File: src/rtl/flag_hazard_ctrl_if.sv
// Decode / execute / condition-evaluation signal bundle for flag_hazard_ctrl.
// CW must match the CW of the flag_hazard_ctrl instance the bundle connects to.
interface flag_hazard_ctrl_if #(
    parameter int CW = 3
);
    logic          dec_valid;
    logic          dec_reads_flags;
    logic          dec_sets_flags;
    logic          dec_stall;
    logic          ex_retire;
    logic          ex_flag_we;
    logic [3:0]    ex_flags;
    logic          msr_we;
    logic [3:0]    msr_flags;
    logic          flush;
    logic [31:0]   cpsr;
    logic [CW-1:0] pending;
    logic          proto_err;

    // Pipeline side: drives decode/execute information, observes stall and flags
    modport master (
        output dec_valid, dec_reads_flags, dec_sets_flags,
        output ex_retire, ex_flag_we, ex_flags, msr_we, msr_flags, flush,
        input  dec_stall, cpsr, pending, proto_err
    );

    // Flag controller side
    modport slave (
        input  dec_valid, dec_reads_flags, dec_sets_flags,
        input  ex_retire, ex_flag_we, ex_flags, msr_we, msr_flags, flush,
        output dec_stall, cpsr, pending, proto_err
    );
endinterface

File: src/rtl/flag_hazard_ctrl.sv
// NZCV flag owner and flag-hazard scheduler between decode and execute.
// Tracks in-flight flag setters, stalls readers of stale flags, and bypasses
// retiring flag writes straight to the condition evaluator.
module flag_hazard_ctrl #(
    parameter int PEND_MAX = 3,
    parameter int CW       = 3
) (
    input  logic             clk,
    input  logic             rst,
    flag_hazard_ctrl_if.slave bus
);

    localparam logic [CW-1:0] L_PEND_MAX = CW'(PEND_MAX);

    // Occupancy classes of the in-flight setter counter
    typedef enum logic [1:0] {
        ST_EMPTY = 2'd0,
        ST_BUSY  = 2'd1,
        ST_FULL  = 2'd2
    } state_t;

    function automatic state_t classify(input logic [CW-1:0] cnt);
        if (cnt == '0)
            return ST_EMPTY;
        else if (cnt == L_PEND_MAX)
            return ST_FULL;
        else
            return ST_BUSY;
    endfunction

    logic [3:0]    r_flags;
    logic [CW-1:0] r_pending;
    logic          r_proto_err;

    state_t        w_state;
    state_t        w_eff_state;
    logic          w_ret_cnt;
    logic [CW-1:0] w_pend_eff;
    logic [CW-1:0] w_pend_next;
    logic          w_wr;
    logic [3:0]    w_next_flags;
    logic          w_rd_haz;
    logic          w_full_haz;
    logic          w_stall;
    logic          w_issue_set;

    // Flag write-back selection; MSR takes precedence over the ALU result
    always_comb begin
        w_wr         = bus.ex_retire & (bus.msr_we | bus.ex_flag_we);
        w_next_flags = r_flags;
        if (bus.ex_retire) begin
            if (bus.msr_we)
                w_next_flags = bus.msr_flags;
            else if (bus.ex_flag_we)
                w_next_flags = bus.ex_flags;
        end
    end

    // Architectural flags register; a stray retire at pending==0 still writes
    always_ff @(posedge clk or posedge rst) begin
        if (rst)
            r_flags <= 4'd0;
        else if (w_wr)
            r_flags <= w_next_flags;
    end

    // Counter FSM: state register
    always_ff @(posedge clk or posedge rst) begin
        if (rst)
            r_pending <= '0;
        else
            r_pending <= w_pend_next;
    end

    // Counter FSM: next state; a retire this cycle frees a slot before issue is judged
    always_comb begin
        w_state     = classify(r_pending);
        w_ret_cnt   = bus.ex_retire & (w_state != ST_EMPTY);
        w_pend_eff  = r_pending - CW'(w_ret_cnt);
        w_eff_state = classify(w_pend_eff);
        w_issue_set = bus.dec_valid & ~w_stall & bus.dec_sets_flags;
        if (bus.flush)
            w_pend_next = '0;
        else
            w_pend_next = w_pend_eff + CW'(w_issue_set);
    end

    // Counter FSM: outputs; flush wins so the branch target fetch is never held
    always_comb begin
        w_rd_haz   = bus.dec_reads_flags & (w_eff_state != ST_EMPTY);
        w_full_haz = bus.dec_sets_flags  & (w_eff_state == ST_FULL);
        w_stall    = bus.dec_valid & ~bus.flush & (w_rd_haz | w_full_haz);
    end

    // Sticky protocol error: a retire with no counted setter outstanding
    always_ff @(posedge clk or posedge rst) begin
        if (rst)
            r_proto_err <= 1'b0;
        else if (bus.ex_retire && (w_state == ST_EMPTY))
            r_proto_err <= 1'b1;
    end

    assign bus.dec_stall = w_stall;
    assign bus.cpsr      = {(w_wr ? w_next_flags : r_flags), 28'd0};
    assign bus.pending   = r_pending;
    assign bus.proto_err = r_proto_err;

endmodule

File: src/flat_wrapper.sv
// flat-port wrapper written by rule: the top's interface ports become plain ports
module flag_hazard_ctrl_flat 
#(
    parameter int PEND_MAX = 3,
    parameter int CW       = 3
)
  (clk, rst, bus_dec_valid, bus_dec_reads_flags, bus_dec_sets_flags, bus_ex_retire, bus_ex_flag_we, bus_ex_flags, bus_msr_we, bus_msr_flags, bus_flush, bus_dec_stall, bus_cpsr, bus_pending, bus_proto_err);
  flag_hazard_ctrl_if #(.CW(CW)) bus_i ();
  input  logic clk;
  input  logic rst;
  input wire logic [$bits(bus_i.dec_valid)-1:0] bus_dec_valid;
  input wire logic [$bits(bus_i.dec_reads_flags)-1:0] bus_dec_reads_flags;
  input wire logic [$bits(bus_i.dec_sets_flags)-1:0] bus_dec_sets_flags;
  input wire logic [$bits(bus_i.ex_retire)-1:0] bus_ex_retire;
  input wire logic [$bits(bus_i.ex_flag_we)-1:0] bus_ex_flag_we;
  input wire logic [$bits(bus_i.ex_flags)-1:0] bus_ex_flags;
  input wire logic [$bits(bus_i.msr_we)-1:0] bus_msr_we;
  input wire logic [$bits(bus_i.msr_flags)-1:0] bus_msr_flags;
  input wire logic [$bits(bus_i.flush)-1:0] bus_flush;
  output wire logic [$bits(bus_i.dec_stall)-1:0] bus_dec_stall;
  output wire logic [$bits(bus_i.cpsr)-1:0] bus_cpsr;
  output wire logic [$bits(bus_i.pending)-1:0] bus_pending;
  output wire logic [$bits(bus_i.proto_err)-1:0] bus_proto_err;
  assign bus_i.dec_valid = bus_dec_valid;
  assign bus_i.dec_reads_flags = bus_dec_reads_flags;
  assign bus_i.dec_sets_flags = bus_dec_sets_flags;
  assign bus_i.ex_retire = bus_ex_retire;
  assign bus_i.ex_flag_we = bus_ex_flag_we;
  assign bus_i.ex_flags = bus_ex_flags;
  assign bus_i.msr_we = bus_msr_we;
  assign bus_i.msr_flags = bus_msr_flags;
  assign bus_i.flush = bus_flush;
  assign bus_dec_stall = bus_i.dec_stall;
  assign bus_cpsr = bus_i.cpsr;
  assign bus_pending = bus_i.pending;
  assign bus_proto_err = bus_i.proto_err;
  flag_hazard_ctrl #(.PEND_MAX(PEND_MAX), .CW(CW)) u_core (.clk(clk), .rst(rst), .bus(bus_i));
endmodule
File: config.mk
export PLATFORM = sky130hd
export DESIGN_NAME = flag_hazard_ctrl_flat
export DESIGN_NICKNAME = d
export VERILOG_FILES = /design/src/rtl/flag_hazard_ctrl_if.sv /design/src/rtl/flag_hazard_ctrl.sv /design/src/flat_wrapper.sv
export SDC_FILE = /design/constraint.sdc
export NUM_CORES = 1
export LEC_CHECK = 0
export CELL_PAD_IN_SITES_DETAIL_PLACEMENT = 1
export CELL_PAD_IN_SITES_GLOBAL_PLACEMENT = 1
export CORE_ASPECT_RATIO = 1.2
export CORE_MARGIN = 2
export CORE_UTILIZATION = 20
export CTS_CLUSTER_DIAMETER = 200
export DETAILED_ROUTE_END_ITERATION = 12
export PLACE_DENSITY = 0.78
export SLEW_MARGIN = 10
export SYNTH_ARGS = -nofsm -noshare
export SYNTH_HDL_FRONTEND = slang
export SYNTH_SLANG_ARGS = --single-unit
File: constraint.sdc
create_clock -name clk -period 2.4 [get_ports clk]
set_input_delay 0.48 -clock clk [delete_from_list [all_inputs] [get_ports clk]]
set_output_delay 0.48 -clock clk [all_outputs]
set_load 0.005 [all_outputs]
==> results.toml <==
[run_status]
outcome = "finished, violations left"
violations = "design-rule violations"

[synthesis]
syn_avg_cell_area_um2 = 8.61
syn_inst = 84
yosysWarnings = 0
synth_area_um2 = 723
yosysSeqAreaShare_pct = 27.7
ys_types = 24
ys_ff_latch = 8

[place]
port_buffers = 25
placed_area_um2 = 1020
placedCellCount = 157
globalplace.congestion = 0.745
dp_slack_ns = -0.609
dpl.hpwl_um = 1580

[clock_network]
clk_latency_ns = 0.22
hold_buffers = 0
clk_pin_slew_ns = 0.04
clockBufferDepth = 2
cts_num_sinks = 8
cts_tree = "yes"
cts.htree.levels = 1
root_buffer = "clkbuf_8"
numCtsBuffers = 3

[die]
die_h_um = 69.9
initial_core_util_pct = 21.3
num_rows = 23
die_area_um2 = 4110
ioPinCount = 54
dieWidth_um = 58.9
coreArea_um2 = 3400

[detailed_routing]
wl_um = 2010
dr_total_vias = 661
drcViolationCount = 4
wl_per_cell_um = 12.3
via_per_inst = 4.03
ant_nets = 0
drt_iter0_drc = 16
drt_pre_antenna_iters = 8

[sta]
grt_setup_unrepaired = "true"
hold_viol = 0
fin_skew_ns = 0.000278
setup_tns_ns = 0
setup_viol = 0
fin_ws_ns = 0.0139
finalCritPeriodShare_pct = 99.4
period_minus_slack_ns = 2.39
drv_slew = 0
timing.fmax_mhz = 419

[layout]
stdcell_count = 164
num_antenna_cells = 0
fill_cells = 426
layout_commonest_cell = "conb_1"
area_growth_pct = 58.3
stdcell_area_um2 = 1140
final_cell_mix = "conb_1, clkdlybuf4s50_1, buf_4, dfrtp_1, inv_1"
drive_gt1_share_pct = 26.8
fin_nets = 150

[setup_path]
crit_path_end_kind = "primary output"
crit_type = "register to primary output"
start_kind = "register"
r2r_cells = 12
crit_arrival_ns = 1.91
cp.required_ns = 1.92
cp_max_fo = 3

[power_and_ir_drop]
pwr-share-comb_pct = 65.0
internal-power_mw = 0.661
powerDensity_nw_per_um2 = 867
p_leak_nw = 0.545
power_mw = 0.993
p_sw_share_pct = 33.4
pwr-share-clk_pct = 15.8
power_switching_mw = 0.332
seqPwrFrac_pct = 19.3
ir_drop_v = 0.000390

[global_route]
grt_pass1_vias = 712
grt_pass1_wl_um = 3190
grt_overflow_total = 0
antenna_found_initial = 0
grt_max_degree = 11
grt_use_total_pct = 10.1

[hold_path]
worstHoldPathCells = 1
hp-class = "register to register"

[job]
max-cap-violations = 0
-- routing by layer --
metal  global-route usage (%)  routed length (µm)  vias up
met5                        0                   0        -
met4                     3.03                   0        0
met3                     3.52                 151        0
met2                     19.8                1220       29
met1                     9.39                 644      320
li1                         -                   -      312
-- power by group through the flow --
stage | combinational (mW) | sequential [mW] | clock, mW
finish | 0.645 | 0.191 | 0.156
global route | 0.710 | 0.195 | 0.170
CTS | 0.620 | 0.190 | 0.165
detailed placement | 0.515 | 0.181 | 0
global placement | 0.486 | 0.178 | 0
floorplan | 0.254 | 0.185 | 0
-- worst paths after layout --
path,start,to,slack [ns]
min in group asynchronous,rst,u_core.bus.pending[2],0.50
max in group asynchronous,rst,u_core.r_flags[3],1.67
setup / recovery,u_core.bus.pending[1],bus_dec_stall,0.01
hold reg to reg,u_core.bus.proto_err,u_core.bus.proto_err,0.49
setup reg to reg,u_core.bus.pending[1],u_core.bus.pending[2],0.02
hold / removal,u_core.bus.proto_err,u_core.bus.proto_err,0.49
-- metrics by stage --
step           hold WS [ns]  utilization (%)
6_report              0.486             33.7
5_1_grt               0.512             33.7
4_1_cts               0.503             32.8
3_5_place_dp          0.489             30.0
3_3_place_gp          0.446             30.0
2_1_floorplan         0.296                -
-- area by class of cell --
| type | instances | area (µm²) | share of cell area [%] |
|---|---|---|---|
| Clock buffer | 3 | 41.3 | 3.61 |
| Sequential cell | 8 | 200 | 17.5 |
| Inverter | 7 | 26.3 | 2.30 |
| Multi-Input combinational cell | 67 | 458 | 40.0 |
| Timing Repair Buffer | 42 | 373 | 32.6 |
| Tap cell | 37 | 46.3 | 4.04 |
-- cells by family (layout without fill, tap and decap cells) --
logic type,after synthesis,count (layout),share of synthesized area (%)
flops,8,8,27.7
buf+inv,36,52,33.4
other cells,1,28,0.519
compound gates,18,18,15.6
mux,1,1,1.38
fa+ha+maj,4,4,6.92
xor+xnor,1,1,2.25
simple gates,15,15,12.3
-- synth_stat cells, drive strengths merged --
library cell	count	area [µm²]
a21o	1	7.51
a21oi	3	15.0
a22o	1	8.76
a311oi	1	8.76
a31oi	1	6.26
and2	1	7.51
and4	1	8.76
buf	29	215
conb	1	3.75
dfrtp	8	200
ha	4	50.1
inv	7	26.3
mux2i	1	10.0
nand2	3	11.3
nand3b	3	22.5
nor2	1	3.75
nor2b	4	25.0
nor3	2	10.0
o211ai	2	15.0
o21a	1	7.51
o21ai	5	25.0
o22ai	3	18.8
xnor2	1	16.3
-- critical path, stage by stage (launching register included) --
cell and delay, ns:
dfrtp_1 0.41, nor3_4 0.25, nor2b_4 0.07, ha_4 0.16, ha_4 0.17, xnor2_4 0.15
a31oi_1 0.10, a311oi_1 0.21, buf_2 0.16
-- what timing repair did --
action | 4_1_cts | 5_1_grt
pin swaps | 6 | 4
setup buffers | 1 | 3
resized for setup | 17 | 3
endpoints found under the setup margin | 8 | 7
-- state kept, by name (all words and copies together), names as in the netlist --
signal / cells
u_core.bus.proto_err: 1
u_core.bus.pending: 3
u_core.r_flags: 4
Power figures use the tool's default switching activity.
